$ cat src/rtl/wf_stopwatch_ctrl_pkg.sv
// Shared types and constants for the stopwatch controller.
//   state_e    : controller FSM states
//   COLON_*    : colon/decimal-point codes driven to the 7-seg display
//   bcd_time_t : six BCD digits, minutes-tens down to hundredths-units
//   disp_t     : four display digits plus colon code
//   fmt_disp() : picks SS.hh or MM:SS presentation for a time value
package wf_stopwatch_ctrl_pkg;

  typedef enum logic [2:0] {
    ST_IDLE = 3'd0,
    ST_RUN  = 3'd1,
    ST_LAP  = 3'd2,
    ST_STOP = 3'd3,
    ST_FULL = 3'd4
  } state_e;

  localparam logic [1:0] COLON_ON  = 2'b00;
  localparam logic [1:0] COLON_DP  = 2'b01;
  localparam logic [1:0] COLON_OFF = 2'b11;

  typedef struct packed {
    logic [3:0] m1;
    logic [3:0] m0;
    logic [3:0] s1;
    logic [3:0] s0;
    logic [3:0] h1;
    logic [3:0] h0;
  } bcd_time_t;

  typedef struct packed {
    logic [3:0] d3;
    logic [3:0] d2;
    logic [3:0] d1;
    logic [3:0] d0;
    logic [1:0] colon;
  } disp_t;

  // Below one minute (when auto-ranging) show SS.hh, otherwise MM:SS.
  function automatic disp_t fmt_disp(input bcd_time_t t, input logic auto_rng);
    disp_t d;
    d.colon = COLON_OFF;
    if (auto_rng && (t.m1 == 4'd0) && (t.m0 == 4'd0)) begin
      d.d3    = t.s1;
      d.d2    = t.s0;
      d.d1    = t.h1;
      d.d0    = t.h0;
      d.colon = COLON_DP;
    end else begin
      d.d3    = t.m1;
      d.d2    = t.m0;
      d.d1    = t.s1;
      d.d0    = t.s0;
      d.colon = COLON_ON;
    end
    return d;
  endfunction

endpackage

$ cat src/rtl/wf_stopwatch_ctrl_if.sv
// Stopwatch controller bundle: button/tick pulses in, display digits and
// status out.
//   master : upstream side (drives tick and button pulses, observes display)
//   slave  : the controller itself
interface wf_stopwatch_ctrl_if;
  logic       tick;
  logic       start_stop;
  logic       lap;
  logic       clear;
  logic [3:0] digit0;
  logic [3:0] digit1;
  logic [3:0] digit2;
  logic [3:0] digit3;
  logic [1:0] colon;
  logic       running;
  logic       full;

  modport master (
    output tick, start_stop, lap, clear,
    input  digit0, digit1, digit2, digit3, colon, running, full
  );

  modport slave (
    input  tick, start_stop, lap, clear,
    output digit0, digit1, digit2, digit3, colon, running, full
  );
endinterface

$ cat src/rtl/wf_bcd_digit.sv
// One BCD counter digit, modulo MOD (10 or 6).
//   clk, reset : clock, async active-high reset
//   inc        : advance by one this cycle
//   clr        : synchronous zero (wins over inc)
//   q          : current digit value
//   carry      : inc while at MOD-1, i.e. this digit wraps this cycle
module wf_bcd_digit #(
  parameter int unsigned MOD = 10
) (
  input  logic       clk,
  input  logic       reset,
  input  logic       inc,
  input  logic       clr,
  output logic [3:0] q,
  output logic       carry
);

  localparam logic [3:0] LAST = 4'(MOD - 1);

  logic [3:0] q_q, q_d;

  always_comb begin
    q_d = q_q;
    if (clr)
      q_d = '0;
    else if (inc)
      q_d = (q_q == LAST) ? 4'd0 : q_q + 4'd1;
  end

  always_ff @(posedge clk or posedge reset) begin
    if (reset) q_q <= '0;
    else       q_q <= q_d;
  end

  assign q     = q_q;
  assign carry = inc & (q_q == LAST);

endmodule

$ cat src/rtl/wf_stopwatch_ctrl.sv
// Stopwatch controller feeding the 4-digit 7-segment display.
// Counts 10 ms ticks as BCD MM:SS.hh under a start/stop/lap/clear FSM and
// presents either SS.hh (under a minute) or MM:SS on the display.
//   clk, reset : clock, async active-high reset
//   sw (slave) : tick/start_stop/lap/clear pulses in;
//                digit0..3, colon, running, full out (all registered)
// Parameters:
//   MAX_MIN  : minute limit (1..99); count saturates at MAX_MIN:59.99
//   AUTO_RNG : 1 = SS.hh below one minute, 0 = always MM:SS
module wf_stopwatch_ctrl
  import wf_stopwatch_ctrl_pkg::*;
#(
  parameter int unsigned MAX_MIN  = 99,
  parameter bit          AUTO_RNG = 1'b1
) (
  input  logic                 clk,
  input  logic                 reset,
  wf_stopwatch_ctrl_if.slave   sw
);

  localparam logic [3:0] MAX_M1 = 4'(MAX_MIN / 10);
  localparam logic [3:0] MAX_M0 = 4'(MAX_MIN % 10);

  state_e    state_q, state_d;
  bcd_time_t snap_q, snap_d;
  disp_t     disp_q, disp_d;
  logic      running_q, running_d;
  logic      full_q, full_d;

  bcd_time_t        live;
  logic             counting;
  logic             at_max;
  logic             count_en;
  logic             clr_cnt;
  logic [5:0][3:0]  cnt;
  logic [5:0]       inc;
  logic [5:0]       carry;
  logic             top_carry_unused;

  // Digit chain, index 0 = hundredths units ... 5 = minutes tens.
  // Only the seconds-tens digit is modulo 6.
  assign inc[0] = count_en;

  for (genvar i = 0; i < 6; i++) begin : g_dig
    wf_bcd_digit #(.MOD((i == 3) ? 6 : 10)) u_dig (
      .clk   (clk),
      .reset (reset),
      .inc   (inc[i]),
      .clr   (clr_cnt),
      .q     (cnt[i]),
      .carry (carry[i])
    );
    if (i < 5) begin : g_chain
      assign inc[i+1] = carry[i];
    end
  end

  // Past MAX_MIN:59.99 the FSM saturates, so the top carry never matters.
  assign top_carry_unused = carry[5];

  assign live = {cnt[5], cnt[4], cnt[3], cnt[2], cnt[1], cnt[0]};

  assign counting = (state_q == ST_RUN) || (state_q == ST_LAP);
  assign at_max   = (live.m1 == MAX_M1) && (live.m0 == MAX_M0) &&
                    (live.s1 == 4'd5)   && (live.s0 == 4'd9)   &&
                    (live.h1 == 4'd9)   && (live.h0 == 4'd9);
  // Tick counting depends only on the current state, so a button pulse in
  // the same cycle does not swallow the tick.
  assign count_en = sw.tick & counting & ~at_max;

  always_comb begin
    state_d = state_q;
    snap_d  = snap_q;
    clr_cnt = 1'b0;

    unique case (state_q)
      ST_IDLE: begin
        if (sw.start_stop) state_d = ST_RUN;
      end
      ST_RUN: begin
        if (sw.start_stop) begin
          state_d = ST_STOP;
        end else if (sw.lap) begin
          state_d = ST_LAP;
          snap_d  = live;
        end
      end
      ST_LAP: begin
        if (sw.start_stop) state_d = ST_STOP;
        else if (sw.lap)   state_d = ST_RUN;
      end
      ST_STOP: begin
        if (sw.clear) begin
          state_d = ST_IDLE;
          clr_cnt = 1'b1;
        end else if (sw.start_stop) begin
          state_d = ST_RUN;
        end
      end
      ST_FULL: begin
        if (sw.clear) begin
          state_d = ST_IDLE;
          clr_cnt = 1'b1;
        end
      end
      default: state_d = ST_IDLE;
    endcase

    // A tick arriving at the limit pins the count; saturation overrides any
    // button pulse in the same cycle so the held value is always flagged.
    if (counting && sw.tick && at_max) state_d = ST_FULL;

    running_d = (state_d == ST_RUN) || (state_d == ST_LAP);
    full_d    = (state_d == ST_FULL);
    disp_d    = fmt_disp((state_q == ST_LAP) ? snap_q : live, AUTO_RNG);
  end

  always_ff @(posedge clk or posedge reset) begin
    if (reset) begin
      state_q   <= ST_IDLE;
      snap_q    <= '0;
      disp_q    <= '{d3: 4'd0, d2: 4'd0, d1: 4'd0, d0: 4'd0, colon: COLON_DP};
      running_q <= 1'b0;
      full_q    <= 1'b0;
    end else begin
      state_q   <= state_d;
      snap_q    <= snap_d;
      disp_q    <= disp_d;
      running_q <= running_d;
      full_q    <= full_d;
    end
  end

  assign sw.digit3  = disp_q.d3;
  assign sw.digit2  = disp_q.d2;
  assign sw.digit1  = disp_q.d1;
  assign sw.digit0  = disp_q.d0;
  assign sw.colon   = disp_q.colon;
  assign sw.running = running_q;
  assign sw.full    = full_q;

endmodule
$ cat src/flat_wrapper.sv
// flat-port wrapper written by rule: the top's interface ports become plain ports
module wf_stopwatch_ctrl_flat import wf_stopwatch_ctrl_pkg::*;
#(
  parameter int unsigned MAX_MIN  = 99,
  parameter bit          AUTO_RNG = 1'b1
)
  (clk, reset, sw_tick, sw_start_stop, sw_lap, sw_clear, sw_digit0, sw_digit1, sw_digit2, sw_digit3, sw_colon, sw_running, sw_full);
  wf_stopwatch_ctrl_if sw_i ();
  input  logic clk;
  input  logic reset;
  input wire logic [$bits(sw_i.tick)-1:0] sw_tick;
  input wire logic [$bits(sw_i.start_stop)-1:0] sw_start_stop;
  input wire logic [$bits(sw_i.lap)-1:0] sw_lap;
  input wire logic [$bits(sw_i.clear)-1:0] sw_clear;
  output wire logic [$bits(sw_i.digit0)-1:0] sw_digit0;
  output wire logic [$bits(sw_i.digit1)-1:0] sw_digit1;
  output wire logic [$bits(sw_i.digit2)-1:0] sw_digit2;
  output wire logic [$bits(sw_i.digit3)-1:0] sw_digit3;
  output wire logic [$bits(sw_i.colon)-1:0] sw_colon;
  output wire logic [$bits(sw_i.running)-1:0] sw_running;
  output wire logic [$bits(sw_i.full)-1:0] sw_full;
  assign sw_i.tick = sw_tick;
  assign sw_i.start_stop = sw_start_stop;
  assign sw_i.lap = sw_lap;
  assign sw_i.clear = sw_clear;
  assign sw_digit0 = sw_i.digit0;
  assign sw_digit1 = sw_i.digit1;
  assign sw_digit2 = sw_i.digit2;
  assign sw_digit3 = sw_i.digit3;
  assign sw_colon = sw_i.colon;
  assign sw_running = sw_i.running;
  assign sw_full = sw_i.full;
  wf_stopwatch_ctrl #(.MAX_MIN(MAX_MIN), .AUTO_RNG(AUTO_RNG)) u_core (.clk(clk), .reset(reset), .sw(sw_i));
endmodule
$ cat config.mk
export PLATFORM = sky130hd
export DESIGN_NAME = wf_stopwatch_ctrl_flat
export DESIGN_NICKNAME = d
export VERILOG_FILES = /design/src/rtl/wf_stopwatch_ctrl_pkg.sv /design/src/rtl/wf_stopwatch_ctrl_if.sv /design/src/rtl/wf_bcd_digit.sv /design/src/rtl/wf_stopwatch_ctrl.sv /design/src/flat_wrapper.sv
export SDC_FILE = /design/constraint.sdc
export NUM_CORES = 1
export LEC_CHECK = 0
export ABC_AREA = 1
export BUFFER_PORTS_ARGS = -buffer_cell sky130_fd_sc_hd__buf_2
export CORE_ASPECT_RATIO = 1.25
export CORE_MARGIN = 2
export CORE_UTILIZATION = 40
export DETAILED_ROUTE_END_ITERATION = 6
export PLACE_DENSITY = 0.56
export SYNTH_ARGS = -nofsm -noshare
export SYNTH_HDL_FRONTEND = slang
export SYNTH_HIERARCHICAL = 1
export SYNTH_SLANG_ARGS = --single-unit
$ cat constraint.sdc
create_clock -name clk -period 2.4 [get_ports clk]
set_input_delay 0.24 -clock clk [delete_from_list [all_inputs] [get_ports clk]]
set_output_delay 0.24 -clock clk [all_outputs]
set_load 0.02 [all_outputs]
* Yosys cells after proc, flatten, opt, wreduce, memory -nomap -nowiden *
Cells that the tools add are included.

storage, ports and cells
  output and inout bits = 20
  register bits after elaboration = 71
  word-level logic and storage cells = 100

operators by class
  bitwise logic cells = 9
  muxes and demuxes = 31
  add/subtract/negate cells = 6
  reduce and logical (&&, ||, !) cells = 21
  equality and inequality tests = 13

operators by type and width
  operator                                        number
  2-to-1 mux 4 bit                                18
  adder 4 x 1 -> 4 bit (second input constant)    6
  2-to-1 mux 24 bit                               1
  2-to-1 mux 3 bit                                8
  == test 4 bit (second input constant)           5
  2-to-1 mux 18 bit                               1
  one-hot mux 3 bit (5 select lines)              1
  nonzero test 2 bit                              6
  == test 3 x 2 -> 1 bit (second input constant)  3
  logical AND 1 bit                               8
  logical NOT 4 bit                               2
  AND 1 bit                                       7
  == test 3 x 1 -> 1 bit (second input constant)  2
  == test 3 bit (second input constant)           2
  == test 4 x 3 -> 1 bit (second input constant)  1
  logical NOT 3 bit                               1
  AND reduction 3 bit                             1
  logical OR 1 bit                                2
  2-to-1 mux 1 bit                                2
  NOT 1 bit                                       2
  OR reduction 2 bit                              1

* Logic depth before layout (Yosys ltp) *
Gate-level depths: netlist of run 1.

  depth after elaboration = 15
  mapped depth = 24
  gate-level depth less buffers = 24

* Modules after synthesis *
The synthesis of run 1 kept the hierarchy.

modules (own cells, without submodules)
  module                                    seq. area each (um^2)  area an instance (um^2)  times used  cells an instance
  wf_stopwatch_ctrl                         1152.4                 2336.0                   1           307
  wf_bcd_digit (u_core.g_dig[0].u_dig ...)  100.1                  269.0                    5           37
  wf_bcd_digit (u_core.g_dig[3].u_dig)      100.1                  266.5                    1           41

* Least setup slack after synthesis of run 1 *
No wires, ideal clock.

  path type = flip-flop to flip-flop
  from = register u_core.state_q[2]
  to = register u_core.g_dig[5].u_dig.q_q[2]
  arrival = 2367 ps
  setup slack = -86 ps
  required time = 2281 ps
  setup time = 119 ps
  stages on the path, launching flop included = 24
  clock period less this slack = 2486 ps
  path through = dfrtp_1 inv_2 nand3_2 buf_6 nand2_1 nand2_1 inv_1 nand2_1 inv_1 inv_2 nor2_1 inv_2 nor2_1 inv_2 nor2_1 inv_1 nor2_1 inv_2 nor2_1 inv_2 nand2_2 nand3_1 nand2_1 nor2_1

on the way
  word-level cells in the longest chain between the ends = 10

RTL lines
  element                                                           RTL line                  text
  start: declaration                                                wf_stopwatch_ctrl.sv:24   state_e state_q, state_d;
  start signal: assignment                                          wf_stopwatch_ctrl.sv:126  state_q <= state_d;
  == test 3 x 1 -> 1 bit or == test 3 x 2 -> 1 bit (tied branches)  wf_stopwatch_ctrl.sv:63   assign counting = (state_q == ST_RUN) || (state_q == ST_LAP);
  logical OR 1 bit (*)                                              wf_stopwatch_ctrl.sv:63
  AND 1 bit (*) (2 in a row)                                        wf_stopwatch_ctrl.sv:69   assign count_en = sw.tick & counting & ~at_max;
  named net u_core.count_en                                         wf_stopwatch_ctrl.sv:33   logic count_en;
  AND 1 bit (*)                                                     wf_bcd_digit.sv:36        assign carry = inc & (q_q == LAST);
  named net u_core.carry[0]                                         wf_stopwatch_ctrl.sv:37   logic [5:0] carry;
  AND 1 bit (*)                                                     wf_bcd_digit.sv:36
  named net u_core.carry[1]                                         wf_stopwatch_ctrl.sv:37
  AND 1 bit (*)                                                     wf_bcd_digit.sv:36
  named net u_core.carry[2]                                         wf_stopwatch_ctrl.sv:37
  AND 1 bit (*)                                                     wf_bcd_digit.sv:36
  named net u_core.carry[3]                                         wf_stopwatch_ctrl.sv:37
  AND 1 bit (*)                                                     wf_bcd_digit.sv:36
  named net u_core.carry[4]                                         wf_stopwatch_ctrl.sv:37
  nonzero test 2 bit (no source line) (*)                           n/a
  end signal: assignment                                            wf_bcd_digit.sv:32        else q_q <= q_d;
  end: declaration                                                  wf_bcd_digit.sv:20        logic [3:0] q_q, q_d;

Mark *: on every way through the listed nets, which the timed path passes. The rest lies on a longest branch.
A chain may end at the register's enable or synchronous reset.

* Worst setup path after layout of run 1 *
Same ends and word-level chain as after synthesis.

==> results of run 1 <==
[routing by layer]
layer / global-route usage [%] / up-vias / part of all wire [%]
li1: - / 1785 / -
met1: 21.7 / 1594 / 45
met2: 28.4 / 82 / 48
met3: 3.80 / 17 / 3.8
met4: 8.82 / 0 / 3.1
met5: 0 / - / 0
[worst max-delay path, stage by stage, from the launching register on]
cell and delay [ns]:
dfrtp_1 0.40, inv_2 0.09, nand3_2 0.09, nand2_1 0.08, nand2_1 0.07, inv_2 0.06, nand2_1 0.06, inv_2 0.06
inv_2 0.06, nor2_4 0.09, inv_2 0.06, nor2_4 0.11, inv_2 0.05, nor2_4 0.11, inv_2 0.06, nor2_4 0.09
inv_2 0.07, nor2_4 0.09, inv_2 0.05, nand2_2 0.09, nand2_1 0.05, nand2_1 0.05, nand2_1 0.04, nor2_1 0.09
[cells in the final DEF, fill, tap and decap left out, types with 2 or more instances in the layout]
master	n
buf_2	24
clkbuf_8	2
ha_1	12
nor2_1	22
nand2_2	14
nand4_1	10
clkbuf_16	9
nand3_1	49
o21ai_0	38
buf_4	36
inv_2	18
dfrtp_1	69
nand3b_1	6
inv_1	73
nand2_1	158
a21oi_1	3
nor2_2	9
o21ai_1	19
nand3_2	7
bufinv_16	4
nor2_4	8
[worst max-delay path by stage]
stage                                       endpoint  cells after the start               from
after floorplan           u_core/g_dig[5].u_dig/q[2]                     23  u_core/state_q[2]
after global placement    u_core/g_dig[5].u_dig/q[2]                     23  u_core/state_q[2]
after detailed placement  u_core/g_dig[5].u_dig/q[2]                     23  u_core/state_q[2]
after CTS                 u_core/g_dig[5].u_dig/q[2]                     23  u_core/state_q[2]
after global routing      u_core/g_dig[5].u_dig/q[2]                     23  u_core/state_q[2]
final                     u_core/g_dig[5].u_dig/q[2]                     23  u_core/state_q[2]
[flip-flops by register name (all words and copies together) (netlist names)]
register and count:
u_core/g_dig.u_dig/q 24, u_core/snap_q 24, u_core/state_q 3, u_core/sw.colon 1, u_core/sw.digit0 4, u_core/sw.digit1 4, u_core/sw.digit2 4, u_core/sw.digit3 4
u_core/sw.full 1, u_core/sw.running 1
[report_power, final]
group	internal [mW]	switching [mW]	leakage, nW	total (mW)
clock	1.18	0.481	0.186	1.66
combinational	0.661	1.37	1.40	2.03
sequential	1.49	0.131	0.944	1.62
[through the flow]
stage	cell area, sq um	power [mW]	utilization (%)	setup TNS, ns
4_1_cts	4800	5.35	50.0	0
3_3_place_gp	4410	3.61	45.9	0
5_1_grt	4850	5.70	50.5	0
6_report	4850	5.32	50.5	0
2_1_floorplan	3950	3.17	-	0
3_5_place_dp	4410	3.67	45.9	-0.0109
[layout make-up]
cell class,count,area share [%]
clock inverter,5,2.66
sequential,70,36.2
tap,126,3.25
inverter,91,7.05
timing repair buffer,61,8.26
multi-input combinational,358,37.4
clock buffer,11,5.21
[what timing repair did]
item	4_1_cts	5_1_grt
pin swaps	0	5
hold endpoints to repair	24	0
hold buffers	1	0
setup endpoints to repair	4	8
gates resized for setup	1	11
buffers inserted	0	1
==> flow_summary.yaml, run 1 <==
worst_setup_path:
  end_kind: "flip-flop"
  cp_max_fo: 4
  worst-r2r-cell-count: 23
  worst-endpoint-arrival_ns: 2.40
  cp-start-kind: "flip-flop"
  required_ns: 2.66
  r2r-end: "u_core/g_dig[5].u_dig/q[2]"
  worstSetupPathType: "flip-flop to flip-flop"
  reg2reg_slack_ns: 0.26
  r2r_start: "u_core/state_q[2]"
drt:
  vias_per_cell: 4.82
  antenna_left: 0
  dr.first_iter.drc_count: 121
  wl_microns: 8700
  dr_total_vias: 3478
  drt-pass1-iter-count: 5
  wl_per_cell_microns: 12.1
  drcViolationCount: 0
finish:
  drive_above_1_share_pct: 22.5
  nFillCells: 955
  multi_input_area_sq_um: 1810
  area_delta_synth_final_pct: 22.9
  layout.nets: 609
  regArea_sq_um: 1750
  fin_cells: 722
  antenna_cells: 0
pwr:
  power-per-cell-area_nw_per_um2: 1100
  power.static_leakage_nw: 2.53
  max-vdd-ir-drop_mv: 0.462
clock_network:
  cts_htree_levels: 3
  cts_buffer_depth: 2
  cts_sinks: 70
  cts.clk_slew.worst_paths_ns: 0.06
  cts-root-buf: "clkbuf_16"
  cts_tree: "done"
  insertion_delay_ns: 0.33
  cts_buffers: 9
hold_path:
  hold_depth: 2
  hold_path.class: "input port to flip-flop"
  holdCritStartpoint: "sw_clear"
  hold_end: "u_core/sw.full"
sta:
  setup_violations: 0
  finalCriticalPeriod_ns: 2.14
  finalCritPeriodShare_pct: 89.2
  hold_viol_final: 0
  holdWs_ns: 0.130
  maxSlewViolCount: 0
  finClkSkew_ns: 0.00595
  achievable-frequency_mhz: 467
  finalWorstSetupSlack_ns: 0.259
  rsz0062_at_grt: "no"
grt:
  grt_max_degree: 49
  grt_usage_pct: 17.4
  grt_remaining_overflow: 0
  grt_pass1_wl_microns: 14700
  antenna_found_initial: 0
  grt_pass1_vias: 3276
placed_design:
  place_ws_ns: -0.0109
  place_hpwl_microns: 6690
  io_buffer_count: 24
  dpl.cell_count: 704
  gp_congestion: 0.844
logic_synthesis:
  synth_nets: 550
  avgSynthCellArea_sq_um: 7.41
  yosys_warnings: 6
  postSynthCellCount: 532
  netlist_area_sq_um: 3940
flow_run:
  cap_violations: 0
floorplan:
  rows: 40
  die_x_microns: 92.8
  die_h_microns: 115
  initial_core_util_pct: 41.0
  ios: 26
  die-area_sq_um: 10700
  coreArea_sq_um: 9610
status:
  status: "finished clean"
No activity file was read; power rests on OpenSTA's default activity.
==> run 2, diff against run 1 <==
--- a/config.mk
+++ b/config.mk
@@ -5,7 +5,6 @@
 export SDC_FILE = /design/constraint.sdc
 export NUM_CORES = 1
 export LEC_CHECK = 0
-export ABC_AREA = 1
 export BUFFER_PORTS_ARGS = -buffer_cell sky130_fd_sc_hd__buf_2
 export CORE_ASPECT_RATIO = 1.25
 export CORE_MARGIN = 2
==> run 2 against run 1 <==
Effect of this change: count of clock-buffer cells in the layout increased by 1; global-route usage increased by 1.3 points; clock power decreased by 43%; core utilization increased by 0.69 points; critical path type unchanged; cell count decreased by 26%; critical endpoint unchanged.
==> flow_summary.yaml, run 2 <==
floorplan:
  die-area_sq_um: 9880
  initial_core_util_pct: 41.6
  ios: 26
  rows: 38
  die_h_microns: 111
  coreArea_sq_um: 8750
  die_x_microns: 89.3
status:
  status: "finished clean"
pwr:
  max-vdd-ir-drop_mv: 0.270
  power.static_leakage_nw: 2.17
  power-per-cell-area_nw_per_um2: 734
  power.total_mw: 3.28
drt:
  dr_total_vias: 2761
  wl_microns: 8650
  drt-pass1-iter-count: 4
  dr.first_iter.drc_count: 107
  antenna_left: 0
  drcViolationCount: 0
  wl_per_cell_microns: 16.3
  vias_per_cell: 5.20
clock_network:
  insertion_delay_ns: 0.35
  cts_htree_levels: 3
  cts-root-buf: "clkbuf_8"
  cts_buffers: 9
  cts_buffer_depth: 2
  cts.clk_slew.worst_paths_ns: 0.08
  cts_tree: "done"
  cts_sinks: 70
logic_synthesis:
  postSynthCellCount: 331
  synth_nets: 349
  avgSynthCellArea_sq_um: 11.0
  netlist_area_sq_um: 3640
  yosys_warnings: 6
worst_setup_path:
  worst-r2r-cell-count: 17
  worstSetupStartpoint: "u_core/state_q[1]"
  cp-start-kind: "flip-flop"
  required_ns: 2.69
  r2r_start: "u_core/state_q[1]"
  worstSetupPathType: "flip-flop to flip-flop"
  cp_max_fo: 6
  worst-endpoint-arrival_ns: 2.67
  r2r-end: "u_core/g_dig[5].u_dig/q[2]"
  end_kind: "flip-flop"
  reg2reg_slack_ns: 0.02
finish:
  final_cell_mix: "69 x dfrtp_1, 48 x buf_4, 36 x a21oi_1, 26 x mux2_2"
  drive_above_1_share_pct: 35.5
  area_delta_synth_final_pct: 23.0
  fin_cells: 531
  fin_util_pct: 51.1
  final_common_cell: "dfrtp_1"
  design_area_sq_um: 4470
  antenna_cells: 0
  nFillCells: 827
  layout.nets: 424
hold_path:
  hold_end: "u_core/sw.running"
  hold_depth: 3
  holdCritStartpoint: "sw_clear"
  hold_path.class: "input port to flip-flop"
placed_design:
  dpl_cell_area_sq_um: 4190
  dpl.cell_count: 506
  place_hpwl_microns: 6070
  place_ws_ns: -0.0265
  gp_congestion: 0.805
  io_buffer_count: 24
grt:
  antenna_found_initial: 0
  grt_pass1_wl_microns: 14000
  grt_pass1_vias: 2752
  grt_usage_pct: 18.7
  grt_remaining_overflow: 0
  grt_max_degree: 26
sta:
  finalCriticalPeriod_ns: 2.38
  worstMarginPinSlew_ns: 0.593
  setup_violations: 0
  maxSlewViolCount: 0
  rsz0062_at_grt: "yes"
  relSlewSlack_pct: 59.5
  finalCritPeriodShare_pct: 99.1
  hold_viol_final: 0
  finClkSkew_ns: 0.0143
  finalWorstSetupSlack_ns: 0.0207
  achievable-frequency_mhz: 420
flow_run:
  cap_violations: 0
## run 2: power breakdown
group          switching, mW  leakage [nW]  internal, mW  total, mW
Combinational          0.569          1.12         0.387      0.956
Clock                  0.438        0.0964         0.506      0.944
Sequential            0.0545         0.956          1.33       1.38
Total                   1.06          2.17          2.22       3.28
## run 2: stage by stage
step	hold WS, ns	TNS [ns]
finish	0.296	0
CTS	0.287	0
detailed placement	0.236	-0.0344
global placement	0.238	0
floorplan	0.00608	-0.176
global route	0.310	-0.647
## run 2: what timing repair did
action / 4_1_cts / 5_1_grt
pin swaps: 1 / 9
buffers inserted: 2 / 6
hold buffers: 1 / 0
endpoints found under the setup margin: 2 / 7
endpoints found under the hold margin: 36 / 0
gates resized for setup: 1 / 3
## run 2: routing by layer
metal	vias up	share of wire, %	track usage [%]	wire length (microns)
met3	10	2.5	3.36	214
li1	1334	-	-	-
met4	0	1.7	7.36	145
met5	-	0	0	0
met2	41	50	30.4	4360
met1	1376	45	24.3	3930
## run 2: cell type report
type | instances | area (sq um) | share of cell area (%)
clock buffer | 12 | 145 | 3.24
clock inverter | 4 | 47.5 | 1.06
inverter | 20 | 75.1 | 1.68
multi-input combinational | 231 | 1800 | 40.3
sequential | 70 | 1750 | 39.2
tap | 120 | 150 | 3.36
timing repair buffer | 74 | 502 | 11.2
## run 2: critical path, cell delays in order, from the launching register on
cell      delay [ns]
dfrtp_1         0.39
xor2_1          0.15
nand3b_1        0.16
nor2_2          0.17
inv_2           0.06
nor2_4          0.17
inv_2           0.07
nor2_4          0.10
inv_2           0.06
nor2_4          0.09
nand2_2         0.08
nor2_4          0.14
inv_2           0.07
nor2_4          0.09
buf_6           0.12
nand2_2         0.05
a211o_1         0.23
a21oi_2         0.11
## run 2: worst max-delay path by stage
stage | slack [ns] | end | cells past startpoint
global route | -0.19 | u_core/g_dig[5].u_dig/q[2] | 19
detailed placement | -0.03 | u_core/g_dig[5].u_dig/q[2] | 18
floorplan | -0.1 | u_core/g_dig[5].u_dig/q[2] | 17
CTS | 0.03 | u_core/g_dig[5].u_dig/q[2] | 18
global placement | 0.01 | u_core/g_dig[5].u_dig/q[3] | 17
finish | 0.02 | u_core/g_dig[5].u_dig/q[2] | 17
==> run 3, diff against run 2 <==
--- a/config.mk
+++ b/config.mk
@@ -10,7 +10,7 @@
 export CORE_MARGIN = 2
 export CORE_UTILIZATION = 40
 export DETAILED_ROUTE_END_ITERATION = 6
-export PLACE_DENSITY = 0.56
+export PLACE_DENSITY = 0.65
 export SYNTH_ARGS = -nofsm -noshare
 export SYNTH_HDL_FRONTEND = slang
 export SYNTH_HIERARCHICAL = 1
==> run 3 against run 2 <==
Effect of this change: worst hold slack got worse by 0.0012 ns; cell count increased by 0.75%; clock skew decreased by 0.0074 ns; first-iteration DRC count is 71% higher; setup slack gained 0.081 ns; wire length shrank 2.0%; design area rose by 2.1%; via count is 1.3% higher; critical path type unchanged; critical endpoint unchanged.
==> flow_summary.yaml, run 3 (synthesis gave the netlist of run 2 again) <==
status:
  status: "finished clean"
worst_setup_path:
  cp_top_family: "simple AND/OR/NAND/NOR gates"
  cp_max_fo: 8
  worst-endpoint-arrival_ns: 2.56
  r2r_start: "u_core/g_dig[0].u_dig/q[1]"
  end_kind: "flip-flop"
  crit_top_cell: "nor2_4"
  reg2reg_slack_ns: 0.10
  r2r-end: "u_core/g_dig[5].u_dig/q[2]"
  cp_slowest_cell: "dfrtp_2"
  critPathBufInv: 5
  worstPathCellList: "inv_1 > ha_1 > nand3b_1 > nor2_4 > inv_2 > nor2_4 > inv_2 > nor2_4 > nand2_2 > nor2_4 > inv_2 > nor2_4 > buf_6 > nand2_4 > a211o_1 > a21oi_2"
  worst-r2r-cell-count: 16
  worstSetupPathType: "flip-flop to flip-flop"
  required_ns: 2.66
  cp-start-kind: "flip-flop"
  cp_num_cells: 16
  max_stage_delay_ns: 0.48
drt:
  wl_per_cell_microns: 15.8
  wl_microns: 8480
  antenna_left: 0
  vias_per_cell: 5.23
  dr.first_iter.drc_count: 183
  dr_total_vias: 2798
  drt-pass1-iter-count: 5
  drcViolationCount: 0
flow_run:
  cap_violations: 0
sta:
  tns_ns: 0
  maxSlewViolCount: 0
  achievable-frequency_mhz: 435
  setup_violations: 0
  finalCritPeriodShare_pct: 95.7
  relSlewSlack_pct: 47.3
  finalCriticalPeriod_ns: 2.30
  finClkSkew_ns: 0.00692
  worstMarginPinSlew_ns: 0.770
  rsz0062_at_grt: "yes"
  hold_viol_final: 0
clock_network:
  cts_buffer_depth: 2
  cts_buffers: 9
  cts-root-buf: "clkbuf_8"
  insertion_delay_ns: 0.34
  cts.clk_slew.worst_paths_ns: 0.07
  cts_htree_levels: 3
  cts_sinks: 70
  cts_tree: "done"
grt:
  grt_pass1_wl_microns: 14300
  grt_usage_pct: 18.6
  grt_remaining_overflow: 0
  antenna_found_initial: 0
  grt_pass1_vias: 2923
  grt_max_degree: 36
placed_design:
  io_buffer_count: 24
  gp_congestion: 0.872
  dpl_cell_area_sq_um: 4220
  place_hpwl_microns: 5940
  dpl.cell_count: 510
floorplan:
  initial_core_util_pct: 41.6
  die-area_sq_um: 9880
  rows: 38
  die_h_microns: 111
  ios: 26
  die_x_microns: 89.3
  coreArea_sq_um: 8750
hold_path:
  hold_end: "u_core/sw.running"
  holdCritStartpoint: "sw_clear"
  hold_depth: 3
  hold_path.class: "input port to flip-flop"
finish:
  fin_util_pct: 52.2
  multi_input_area_sq_um: 1820
  final_cell_mix: "68 x dfrtp_1, 52 x buf_4, 35 x a21oi_1, 26 x mux2_2"
  layout.nets: 428
  nFillCells: 810
  drive_above_1_share_pct: 37.3
  regArea_sq_um: 1750
  antenna_cells: 0
  design_area_sq_um: 4570
  area_delta_synth_final_pct: 25.6
  fin_cells: 535
  final_common_cell: "dfrtp_1"
pwr:
  max-vdd-ir-drop_mv: 0.340
  power.static_leakage_nw: 2.23
  power-per-cell-area_nw_per_um2: 762
[run 3: how the worst max path moves through the flow]
stage,startpoint,endpoint
2_1_floorplan,u_core/g_dig[2].u_dig/q[3],u_core/g_dig[5].u_dig/q[2]
3_3_place_gp,u_core/g_dig[0].u_dig/q[1],u_core/g_dig[5].u_dig/q[3]
3_5_place_dp,u_core/g_dig[0].u_dig/q[1],u_core/g_dig[5].u_dig/q[3]
4_1_cts,u_core/g_dig[0].u_dig/q[0],u_core/g_dig[5].u_dig/q[2]
5_1_grt,u_core/g_dig[2].u_dig/q[3],u_core/g_dig[5].u_dig/q[2]
6_report,u_core/g_dig[0].u_dig/q[1],u_core/g_dig[5].u_dig/q[2]
[run 3: per-stage QoR]
step           total power, mW  setup WS [ns]  hold WS [ns]
2_1_floorplan             2.05        -0.0991       0.00608
3_3_place_gp              2.34          0.126         0.223
3_5_place_dp              2.36       -0.00511         0.240
4_1_cts                   3.48         0.0303         0.277
5_1_grt                   3.68        -0.0452         0.305
6_report                  3.48          0.102         0.295
[run 3: repair_timing]
action                                 in CTS  in global routing
endpoints found under the hold margin      35                  0
pin swaps                                   0                 12
gates resized for setup                     1                  9
setup endpoints to repair                   2                  6
hold buffers                                1                  0
setup buffers                               0                  8
[run 3: layout make-up]
| class | count | share of cell area (%) |
|---|---|---|
| multi-input cells | 231 | 39.9 |
| well taps | 120 | 3.29 |
| clock inverters | 3 | 1.42 |
| repair buffers | 78 | 11.6 |
| flip-flops and latches | 70 | 38.4 |
| inverters | 20 | 1.64 |
| clock buffers | 13 | 3.70 |
[run 3: worst min-delay path: stages]
cell and delay (ns):
buf_2 0.11, nor3_1 0.06, nor3_1 0.16
[run 3: where the power goes]
part | internal, mW | switching, mW
Clock | 0.670 | 0.425
Sequential | 1.33 | 0.0693
Combinational | 0.412 | 0.578
[run 3: metal layers]
metal  vias up  share of wire [%]  GRT usage (%)
li1       1354                  -              -
met1      1370                 44           24.3
met2        61                 49           29.6
met3        13                3.6           3.44
met4         0                2.8           8.26
met5         -                  0              0
